==> src/rtl/mux8_sched_pkg.sv <==
// Shared constants, FSM state encoding and a one-hot helper for the mux8 round-robin scheduler.
package mux8_sched_pkg;

    localparam int N_SRC = 8;
    localparam int SEL_W = 3;

    localparam logic [SEL_W-1:0] LAST_RST = 3'd7;

    typedef enum logic {
        IDLE = 1'b0,
        BUSY = 1'b1
    } state_t;

    function automatic logic [N_SRC-1:0] onehot8(input logic [SEL_W-1:0] idx);
        logic [N_SRC-1:0] v;
        v      = '0;
        v[idx] = 1'b1;
        return v;
    endfunction

endpackage

==> src/rtl/mux8_rr_sched_if.sv <==
// Request/grant/select/capture bundle between the requesters, the scheduler and the shared mux.
interface mux8_rr_sched_if;
    import mux8_sched_pkg::*;

    logic [N_SRC-1:0] req;
    logic             z_in;
    logic [SEL_W-1:0] sel;
    logic [N_SRC-1:0] gnt;
    logic             busy;
    logic             z_q;
    logic             z_vld;
    logic [SEL_W-1:0] z_src;

    modport master (
        output req, z_in,
        input  sel, gnt, busy, z_q, z_vld, z_src
    );

    modport slave (
        input  req, z_in,
        output sel, gnt, busy, z_q, z_vld, z_src
    );

endinterface

==> src/rtl/rr_pick8.sv <==
// Combinational round-robin finder: first set req bit searching last+1, last+2, ... (mod 8).
module rr_pick8
    import mux8_sched_pkg::*;
(
    input  logic [N_SRC-1:0] req,
    input  logic [SEL_W-1:0] last,
    output logic             found,
    output logic [SEL_W-1:0] idx
);

    logic [N_SRC-1:0] w_rot;
    logic [SEL_W-1:0] w_off;

    // w_rot[k] is the request at offset k+1 from last; offset 8 wraps back to last itself
    for (genvar gi = 0; gi < N_SRC; gi++) begin : g_rot
        assign w_rot[gi] = req[last + SEL_W'(gi + 1)];
    end

    always_comb begin
        w_off = '0;
        for (int i = N_SRC - 1; i >= 0; i--) begin
            if (w_rot[i]) w_off = SEL_W'(i);
        end
    end

    assign found = |w_rot;
    assign idx   = last + w_off + SEL_W'(1);

endmodule

==> src/rtl/mux8_rr_sched.sv <==
// Round-robin owner of the shared 8:1 mux: one-hot grant, mux select and tagged capture of z.
// Optional burst limiting is enabled with MUX8_SCHED_BURST_LIMIT_EN.
module mux8_rr_sched
    import mux8_sched_pkg::*;
#(
    parameter int MAX_BURST = 4
) (
    input  logic            clk,
    input  logic            rst_n,
    mux8_rr_sched_if.slave  bus
);

    if (MAX_BURST < 1 || MAX_BURST > 255) begin : g_bad_burst
        $error("MAX_BURST must be in 1..255");
    end

    state_t           r_state;
    logic [SEL_W-1:0] r_last;
    logic [SEL_W-1:0] r_sel;
    logic [N_SRC-1:0] r_gnt;
    logic             r_busy;
    logic             r_zq;
    logic             r_zvld;
    logic [SEL_W-1:0] r_zsrc;

    logic             w_found;
    logic [SEL_W-1:0] w_idx;
    logic             w_drop;
    logic             w_rotate;
    logic             w_take;

    rr_pick8 u_pick (
        .req   (bus.req),
        .last  (r_last),
        .found (w_found),
        .idx   (w_idx)
    );

    // In BUSY r_last is always the current owner
    assign w_drop = (r_state == BUSY) && !bus.req[r_last];

`ifdef MUX8_SCHED_BURST_LIMIT_EN
    localparam int               CNT_W   = $clog2(MAX_BURST) + 1;
    localparam logic [CNT_W-1:0] CNT_LIM = CNT_W'(MAX_BURST - 1);

    logic [CNT_W-1:0] r_cnt;
    logic             w_other;

    assign w_other  = w_found && (w_idx != r_last);
    assign w_rotate = (r_state == BUSY) && bus.req[r_last] && (r_cnt == CNT_LIM) && w_other;

    always_ff @(posedge clk or negedge rst_n) begin
        if (!rst_n) begin
            r_cnt <= '0;
        end else if (w_take) begin
            r_cnt <= '0;
        end else if (r_state == BUSY) begin
            // at the limit with nobody waiting the owner simply starts a fresh burst
            r_cnt <= (r_cnt == CNT_LIM) ? '0 : r_cnt + CNT_W'(1);
        end
    end
`else
    assign w_rotate = 1'b0;
`endif

    assign w_take = (w_found && ((r_state == IDLE) || w_drop)) || w_rotate;

    always_ff @(posedge clk or negedge rst_n) begin
        if (!rst_n) begin
            r_state <= IDLE;
            r_last  <= LAST_RST;
            r_sel   <= '0;
            r_gnt   <= '0;
            r_busy  <= 1'b0;
            r_zq    <= 1'b0;
            r_zvld  <= 1'b0;
            r_zsrc  <= '0;
        end else begin
            r_zvld <= r_busy;
            if (r_busy) begin
                r_zq   <= bus.z_in;
                r_zsrc <= r_sel;
            end

            if (w_take) begin
                r_state <= BUSY;
                r_last  <= w_idx;
                r_sel   <= w_idx;
                r_gnt   <= onehot8(w_idx);
                r_busy  <= 1'b1;
            end else if (w_drop) begin
                r_state <= IDLE;
                r_gnt   <= '0;
                r_busy  <= 1'b0;
            end
        end
    end

    assign bus.sel   = r_sel;
    assign bus.gnt   = r_gnt;
    assign bus.busy  = r_busy;
    assign bus.z_q   = r_zq;
    assign bus.z_vld = r_zvld;
    assign bus.z_src = r_zsrc;

endmodule

==> src/flat_wrapper.sv <==
// flat-port wrapper written by rule: the top's interface ports become plain ports
module mux8_rr_sched_flat import mux8_sched_pkg::*;
#(
    parameter int MAX_BURST = 4
)
  (clk, rst_n, bus_req, bus_z_in, bus_sel, bus_gnt, bus_busy, bus_z_q, bus_z_vld, bus_z_src);
  mux8_rr_sched_if bus_i ();
  input  logic clk;
  input  logic rst_n;
  input wire logic [$bits(bus_i.req)-1:0] bus_req;
  input wire logic [$bits(bus_i.z_in)-1:0] bus_z_in;
  output wire logic [$bits(bus_i.sel)-1:0] bus_sel;
  output wire logic [$bits(bus_i.gnt)-1:0] bus_gnt;
  output wire logic [$bits(bus_i.busy)-1:0] bus_busy;
  output wire logic [$bits(bus_i.z_q)-1:0] bus_z_q;
  output wire logic [$bits(bus_i.z_vld)-1:0] bus_z_vld;
  output wire logic [$bits(bus_i.z_src)-1:0] bus_z_src;
  assign bus_i.req = bus_req;
  assign bus_i.z_in = bus_z_in;
  assign bus_sel = bus_i.sel;
  assign bus_gnt = bus_i.gnt;
  assign bus_busy = bus_i.busy;
  assign bus_z_q = bus_i.z_q;
  assign bus_z_vld = bus_i.z_vld;
  assign bus_z_src = bus_i.z_src;
  mux8_rr_sched #(.MAX_BURST(MAX_BURST)) u_core (.clk(clk), .rst_n(rst_n), .bus(bus_i));
endmodule
==> config.mk <==
export PLATFORM = sky130hd
export DESIGN_NAME = mux8_rr_sched_flat
export DESIGN_NICKNAME = d
export VERILOG_FILES = /design/src/rtl/mux8_sched_pkg.sv /design/src/rtl/mux8_rr_sched_if.sv /design/src/rtl/rr_pick8.sv /design/src/rtl/mux8_rr_sched.sv /design/src/flat_wrapper.sv
export SDC_FILE = /design/constraint.sdc
export NUM_CORES = 1
export LEC_CHECK = 0
export BUFFER_PORTS_ARGS = -buffer_cell sky130_fd_sc_hd__buf_2
export CELL_PAD_IN_SITES_DETAIL_PLACEMENT = 1
export CELL_PAD_IN_SITES_GLOBAL_PLACEMENT = 1
export CORE_MARGIN = 5
export CORE_UTILIZATION = 30
export CTS_CLUSTER_DIAMETER = 150
export DETAILED_ROUTE_END_ITERATION = 10
export HOLD_SLACK_MARGIN = 0.12
export PLACE_DENSITY = 0.69
export SETUP_SLACK_MARGIN = 0.5
export SLEW_MARGIN = 5
export SYNTH_ARGS = -nofsm -noshare
export SYNTH_HDL_FRONTEND = slang
export SYNTH_SLANG_ARGS = --single-unit
==> constraint.sdc <==
create_clock -name clk -period 5.25 [get_ports clk]
set_clock_uncertainty 0.1 [all_clocks]
set_input_delay 0.2625 -clock clk [delete_from_list [all_inputs] [get_ports clk]]
set_output_delay 0.2625 -clock clk [all_outputs]
set_load 0.03 [all_outputs]
==> results.yml, run 1 <==
run_status:
  run_status: "completed"
cts:
  post-cts-setup-buffers: 0
  htreeDepth: 1
  cts.reportedPaths.clkPinSlew_ns: 0.08
  clockRootBuffer: "clkbuf_8"
  insertion_delay_to_the_later_sink_of_the_worst_skew_pair_ns: 0.26
  tritoncts.num_buffers: 3
  tritoncts_num_sinks: 20
  clk_path_buf_depth: 2
  cts_tree: "built"
yosys:
  netlist_instances: 142
  compound_cell_area_share_of_the_yosys_netlist: 0.148
  yosys-top-cells-area: "dfrtp_1 26%, mux4_2 11%, mux2i_1 4.9%"
  synth_adder_area_share: 0.0355
  syn_area_mm2: 0.00162
  seq_area_frac_synth: 0.311
  synth.top_cell.area_share: 0.262
  synth_area_in_simple_gates: 0.125
  warnings_synthesis: 0
  synth_edf_count: 0
  synth_fp_nets: 157
  post_synth.cell_area_avg_um2: 11.4
  number_of_flip_flops_and_latches_in_the_synthesized_netlist: 20
  postSynth.topFlopCell: "dfrtp_1"
  synth-async-reset-ratio: 1.00
  post_synth_xor_area_fraction: 0.0254
  synthMuxAreaShare: 0.299
  yosysTopAreaCell: "dfrtp_1"
  netlist-cell-type-count: 51
  synth_top_family_by_area: "multiplexers"
worst_setup_path:
  arrival_worst_endpoint_ns: 4.55
  crit_required_ns: 5.31
  worst-path-max-fanout: 10
  setup.worst_path.start_class: "flop"
  count_of_cells_along_the_worst_register_to_register_path: 14
  critical_setup_path_kind: "reg -> reg"
  worstSetupEndpointType: "flop"
drt:
  drtIter0Drc: 60
  drt-total-wl_um: 4070
  firstDrtPassIters: 4
  route.detailed.vias_per_inst: 5.37
  detail_route.wl_per_cell_um: 17.0
  ant_nets: 0
  drc_errors: 0
  via_count: 1288
global_route:
  grt_first_pass_wirelength_um: 6820
  track_usage: 0.118
  largest_net_degree_at_the_start_of_global_routing: 21
  grt_antenna_before_repair: 0
  first_global_vias: 1298
  grt_remaining_overflow: 0
timing:
  max_frequency_mhz: 223
  fin_ws_ns: 0.764
  post-route-period-util: 0.855
  setup_viol: 0
  hold_violations: 0
  slew_violations: 0
  setup-tns-final_ns: 0
  fin_crit_ns: 4.49
  slew_headroom: 0.583
  timing_worst_slew_pin_value_ns: 0.609
  rsz_0062_raised_after_global_routing: "false"
cells_and_area:
  layout_common_cells: "27 x buf_2, 17 x dfrtp_1, 13 x inv_1"
  final_nets: 186
  postLayoutCoreUtil: 0.371
  count_of_filler_cells_inserted_in_the_layout: 590
  syn2layout_area_growth_pct: 18.3
  antenna_cells: 0
  layout-drive-gt1-share: 0.394
  mostFrequentLayoutCell: "buf_2"
placed_design:
  io_buffers: 27
  finalWeightedCongestion: 0.765
  preCtsSetupSlack_ns: 0.595
  post-dp-hpwl_um: 3100
die:
  coreArea_mm2: 0.00517
  area_of_the_die_mm2: 0.00698
  core.rowCount: 26
  die_height_um: 83.6
  effective_utilization_at_floorplan: 0.314
  design.portCount: 28
  die_w_um: 83.6
flow_run:
  maxCapViolCount: 0
worst_hold_path:
  hold_path_class: "in -> reg"
  timing.hold.worst_path_depth: 2
-- Yosys cell counts (2+ instances only) --
cell type,n
mux4_1,2
mux2i_1,8
dfstp_2,3
ha_1,3
mux2_4,4
nand2_1,10
nor4_1,2
o211ai_1,3
o32a_1,2
nand4_1,2
dfrtp_1,17
nand3_2,2
o32ai_1,8
nor3_1,4
a31oi_1,2
mux4_2,8
mux2_2,4
mux2_1,4
nand2b_1,2
o21ai_0,2
nor2_1,6
buf_4,2
inv_1,13
nor2b_1,2
-- through the flow --
step / instances / hold WS (ns) / instance area, µm²
finish: 240 / 0.137 / 1920
global route: 240 / 0.131 / 1920
CTS: 240 / 0.140 / 1900
detailed placement: 235 / 0.132 / 1820
global placement: 235 / 0.130 / 1820
floorplan: 142 / -0.133 / 1620
-- final timing paths --
check | start | endpoint | slack [ns]
max | u_core.r_last[1] | u_core.bus.gnt[7] | 0.76
min | bus_z_in | u_core.bus.z_q | 0.14
max reg2reg | u_core.r_last[1] | u_core.bus.gnt[7] | 0.76
min reg2reg | u_core.bus.z_src[0] | u_core.bus.z_src[0] | 0.41
max in group asynchronous | rst_n | u_core.r_last[2] | 4.32
min in group asynchronous | rst_n | u_core.bus.gnt[4] | 0.38
-- critical path, stage by stage (launching register included) --
cell and delay [ns]:
dfstp_2 0.65, inv_1 0.15, ha_4 0.38, mux2_4 0.33, mux4_1 0.49, o21ai_0 0.18, nand2_1 0.07, a31oi_1 0.18
o21bai_1 0.08, ha_1 0.19, fa_1 0.53, nor2b_1 0.22, nand2b_1 0.20, mux2_1 0.34, o32ai_1 0.30
-- layout make-up --
class	instances	area (µm²)	area share
well taps	70	87.6	0.0456
inverters	14	52.6	0.0274
repair buffers	30	160	0.0834
clock buffers	3	41.3	0.0215
multi-input cells	102	1040	0.544
flip-flops and latches	20	504	0.263
clock inverters	1	30.0	0.0156
-- kinds of logic (layout without fill, tap and decap cells) --
logic type,count (synthesis),in the layout
AO/OA/AOI/OAI,27,27
multiplexers,31,31
AND/OR/NAND/NOR,37,37
flip-flops,20,20
XOR/XNOR,3,3
buffers and inverters,20,48
adder cells (fa/ha/maj),4,4
-- sequential cells by signal, summed over array words and instances (netlist names) --
| signal | count |
|---|---|
| u_core.bus.z_src | 3 |
| u_core.r_last | 3 |
| u_core.bus.z_q | 1 |
| u_core.bus.sel | 3 |
| u_core.bus.gnt | 8 |
| u_core.bus.busy | 1 |
| u_core.bus.z_vld | 1 |
-- routing by layer --
metal  vias to the layer above  share of wire  wire length (µm)  track usage
met5                         -              0                 0            0
met2                        29           0.47              1920        0.192
met1                       647           0.48              1950        0.161
li1                        608              -                 -            -
met4                         0         0.0071                29       0.0219
met3                         4          0.040               164       0.0296
-- timing repair --
item,CTS,global route
gates resized for setup,0,3
hold buffers,1,0
endpoints found under the hold margin,17,0
setup endpoints to repair,0,10
Power of run 1 is left out: the tool's default activity adds up to more than one toggle a clock period on the data nets, which glitch-free logic cannot reach.
==> run 2: changes to the inputs <==
clock period = 4.6 ns   (was 5.25 ns; I/O delays follow)
==> run 2 against run 1 <==
Compared with the run above:
- critical path depth fell by 5
- worst hold slack improved by 0.21 ns
- global-route usage is 0.091 points higher
- worst setup slack lost 0.080 ns
- final cell count up 5.4%
- critical endpoint is now u_core.bus.gnt[2]
==> results.yml, run 2 (synthesis results as in run 1) <==
run_status:
  run_status: "completed"
drt:
  via_count: 1334
  route.detailed.vias_per_inst: 5.27
  ant_nets: 0
  wl_met2_um: 2140
  drtIter0Drc: 76
  drc_errors: 0
  drt-total-wl_um: 4130
  maxUsedRoutingLayer: "met4"
  firstDrtPassIters: 4
  detail_route.wl_per_cell_um: 16.3
  wirelength_met1_um: 1820
  met3RoutedLength_um: 145
worst_setup_path:
  critical_setup_path_kind: "reg -> reg"
  regToRegSetupSlack_ns: 0.68
  critical_path.top_delay_family: "adder cells"
  crit_required_ns: 4.67
  regToRegEndpoint: "u_core.bus.gnt[2]"
  crit_path_max_incr_delay_ns: 0.56
  worstSetupEndpointType: "flop"
  setup.worst_path.start_class: "flop"
  arrival_worst_endpoint_ns: 3.98
  cpMaxStageDelayCell: "dfstp_2"
  worst-path-buf-inv: 1
  worst-path-max-fanout: 9
  timing.rr.start: "u_core.r_last[0]"
  count_of_cells_along_the_worst_register_to_register_path: 9
  crit_path_cell_trace: "inv_4, ha_4, mux2_4, mux4_2, or2_4, o211ai_1, fa_2, or3b_2, o32ai_1"
die:
  coreArea_mm2: 0.00517
  design.portCount: 28
  die_height_um: 83.6
  effective_utilization_at_floorplan: 0.314
  die_w_um: 83.6
  area_of_the_die_mm2: 0.00698
  core.rowCount: 26
global_route:
  largest_net_degree_at_the_start_of_global_routing: 21
  grt_antenna_before_repair: 0
  grt_first_pass_wirelength_um: 7110
  first_global_vias: 1406
  grt_remaining_overflow: 0
  track_usage: 0.119
cells_and_area:
  syn2layout_area_growth_pct: 28.1
  antenna_cells: 0
  postLayoutCoreUtil: 0.402
  layout_common_cells: "27 x buf_2, 17 x dfrtp_1, 13 x buf_4"
  layout-drive-gt1-share: 0.497
  flip_flop_count_of_the_largest_register_all_copies_and_words_added: 8
  final_nets: 199
  mostFrequentLayoutCell: "buf_2"
timing:
  max_frequency_mhz: 255
  setup_viol: 0
  timing_worst_slew_pin_value_ns: 0.525
  setup-tns-final_ns: 0
  post-route-period-util: 0.851
  hold_violations: 0
  rsz_0062_raised_after_global_routing: "false"
  slew_headroom: 0.650
  slew_violations: 0
  fin_crit_ns: 3.92
placed_design:
  post-dp-hpwl_um: 3090
  finalWeightedCongestion: 0.768
  io_buffers: 27
cts:
  clk_path_buf_depth: 2
  tritoncts.num_buffers: 3
  htreeDepth: 1
  clockRootBuffer: "clkbuf_8"
  insertion_delay_to_the_later_sink_of_the_worst_skew_pair_ns: 0.26
  tritoncts_num_sinks: 20
  cts_tree: "built"
  cts.reportedPaths.clkPinSlew_ns: 0.08
worst_hold_path:
  hold_path_class: "in -> async"
flow_run:
  maxCapViolCount: 0
run 2: cell type report:
cell class | instances | area [µm²]
tap | 70 | 87.6
clock buffer | 3 | 41.3
timing repair buffer | 43 | 258
sequential | 20 | 504
fill | 581 | 3090
inverter | 14 | 55.1
clock inverter | 1 | 30.0
multi-input combinational | 102 | 1100
run 2: worst max path at each step:
stage	start	to	cells after the start	slack, ns
final	u_core.r_last[0]	u_core.bus.gnt[2]	9	0.68
after global routing	u_core.r_last[0]	u_core.bus.gnt[1]	16	0.47
after CTS	u_core.r_last[1]	u_core.bus.gnt[7]	14	0.54
after detailed placement	u_core.r_last[0]	u_core.bus.gnt[7]	14	0.27
after global placement	u_core.r_last[0]	u_core.r_last[2]	15	0.35
after floorplan	u_core.r_last[1]	u_core.r_last[2]	18	0.52
run 2: per-layer routing:
layer,track usage,vias up
met3,0.0197,4
met5,0,-
met1,0.151,676
li1,-,631
met2,0.217,23
met4,0.0175,0
run 2: what timing repair did:
| action | CTS | global route |
|---|---|---|
| gates resized for setup | 3 | 14 |
| cloned | 0 | 0 |
| hold endpoints to repair | 18 | 0 |
| hold buffers | 2 | 0 |
| buffers inserted | 0 | 8 |
| setup endpoints to repair | 10 | 10 |
| pin swaps | 0 | 9 |
run 2: stage by stage:
stage               cell area (µm²)  hold slack [ns]  std cells  worst slack (ns)
detailed placement             1860            0.105        239             0.265
CTS                            1960            0.378        245             0.537
global placement               1860           0.0930        239             0.350
finish                         2080            0.345        253             0.684
floorplan                      1650           -0.166        142             0.518
global route                   2080            0.402        253             0.467
Power of run 2 is left out for the same reason.
==> run 3: changes to the inputs <==
clock period = 4.8 ns   (was 4.6 ns; I/O delays follow)
==> run 3 against run 2 <==
Compared with the run above:
- via count up 0.60%
- fmax down 5.0%
- worst hold slack worse by 0.22 ns
- cell area down 3.0%
- die area unchanged
- sequential share of layout area up 0.75 points
- first-iteration DRC count down 29%
- worst setup slack worse by 0.0064 ns
- flip-flop and latch count unchanged
- non-clock buffer count down 3
- critical endpoint is now u_core.bus.sel[2]
==> results.yml, run 3 (synthesis results as in run 1) <==
timing:
  fin_crit_ns: 4.12
  setup_viol: 0
  max_frequency_mhz: 243
  hold_violations: 0
  post-route-period-util: 0.859
  timing_worst_slew_pin_value_ns: 0.682
  setup-tns-final_ns: 0
  slew_violations: 0
  rsz_0062_raised_after_global_routing: "false"
  slew_headroom: 0.532
cells_and_area:
  flip_flop_count_of_the_largest_register_all_copies_and_words_added: 8
  mostFrequentLayoutCell: "buf_2"
  count_of_filler_cells_inserted_in_the_layout: 595
  final_nets: 196
  ff_latch_area_um2: 504
  layout_common_cells: "27 x buf_2, 17 x dfrtp_1, 12 x inv_1"
  syn2layout_area_growth_pct: 24.3
  layout-drive-gt1-share: 0.456
  antenna_cells: 0
  multiInputGateArea_mm2: 0.00106
drt:
  ant_nets: 0
  via_count: 1342
  drtIter0Drc: 54
  firstDrtPassIters: 4
  drc_errors: 0
  drt-total-wl_um: 4340
  detail_route.wl_per_cell_um: 17.3
  route.detailed.vias_per_inst: 5.37
global_route:
  grt_busiest_layer: "met2"
  track_usage: 0.124
  first_global_vias: 1393
  largest_net_degree_at_the_start_of_global_routing: 21
  use_met1: 0.145
  grt_remaining_overflow: 0
  grt_antenna_before_repair: 0
  gr-usage-met3: 0.0286
  global_route.usage.met2: 0.223
  grt_first_pass_wirelength_um: 7090
cts:
  cts.reportedPaths.clkPinSlew_ns: 0.08
  tritoncts_num_sinks: 20
  cts_tree: "built"
  insertion_delay_to_the_later_sink_of_the_worst_skew_pair_ns: 0.27
  clockRootBuffer: "clkbuf_8"
  clk_path_buf_depth: 2
  htreeDepth: 1
  tritoncts.num_buffers: 3
die:
  core.rowCount: 26
  die_height_um: 83.6
  area_of_the_die_mm2: 0.00698
  die_w_um: 83.6
  coreArea_mm2: 0.00517
  effective_utilization_at_floorplan: 0.314
  design.portCount: 28
worst_setup_path:
  critical_setup_path_kind: "reg -> reg"
  worstSetupEndpointType: "flop"
  crit_required_ns: 4.86
  worst-path-max-fanout: 7
  count_of_cells_along_the_worst_register_to_register_path: 15
  setup.worst_path.start_class: "flop"
  regToRegEndpoint: "u_core.bus.sel[2]"
  timing.rr.start: "u_core.r_last[0]"
  arrival_worst_endpoint_ns: 4.18
  regToRegSetupSlack_ns: 0.68
placed_design:
  post-dp-hpwl_um: 3190
  io_buffers: 27
  finalWeightedCongestion: 0.767
worst_hold_path:
  hold_path_class: "in -> reg"
  worstHoldStart: "bus_z_in"
  worst_hold_path.endpoint: "u_core.bus.z_q"
  timing.hold.worst_path_depth: 2
run_status:
  run_status: "completed"
flow_run:
  maxCapViolCount: 0
-- run 3: cell count changes in the layout (fill, tap and decap cells not counted), sizes merged --
cell,change
buf,-2
dlygate4sd3,-1
-- run 3: timing repair --
| action | 4_1_cts | 5_1_grt |
|---|---|---|
| hold buffers | 1 | 0 |
| resized for setup | 3 | 6 |
| pin swaps | 0 | 3 |
| endpoints found under the setup margin | 10 | 10 |
| endpoints found under the hold margin | 17 | 0 |
| buffers inserted | 0 | 6 |
-- run 3: area by class of cell --
cell class	instances	area share
clock inverter	1	0.0149
tap	70	0.0434
sequential	20	0.250
clock buffer	3	0.0205
timing repair buffer	40	0.122
multi-input combinational	102	0.524
inverter	14	0.0261
-- run 3: stage by stage --
stage	instances	util	instance area, µm²	hold WS [ns]	setup slack (ns)
2_1_floorplan	142	-	1620	-0.156	0.516
3_3_place_gp	239	0.358	1850	0.109	0.363
3_5_place_dp	239	0.358	1850	0.108	0.280
4_1_cts	244	0.377	1950	0.124	0.561
5_1_grt	250	0.390	2020	0.125	0.502
6_report	250	0.390	2020	0.127	0.677
-- run 3: layer usage --
layer / up-vias / wire length [µm]
li1: 626 / -
met1: 672 / 1840
met2: 33 / 2200
met3: 11 / 192
met4: 0 / 99
met5: - / 0
-- run 3: how the worst max path moves through the flow --
| stage | start | to |
|---|---|---|
| after floorplan | u_core.r_last[0] | u_core.bus.gnt[4] |
| after global placement | u_core.r_last[0] | u_core.bus.gnt[4] |
| after detailed placement | u_core.r_last[0] | u_core.bus.gnt[7] |
| after CTS | u_core.r_last[0] | u_core.bus.gnt[7] |
| after global routing | u_core.r_last[0] | u_core.bus.sel[2] |
| final | u_core.r_last[0] | u_core.bus.sel[2] |
-- run 3: critical path: stages (launching register included) --
cell and delay (ns):
dfstp_2 0.60, inv_2 0.07, ha_4 0.32, mux2_4 0.32, mux4_1 0.51, o21ai_1 0.15
nand2_1 0.06, a31oi_1 0.18, o21bai_1 0.08, ha_1 0.20, fa_2 0.46, nand2_1 0.09
nor3_1 0.04, o211ai_1 0.21, o311ai_2 0.22, o32a_1 0.39
Power of run 3 is left out for the same reason.
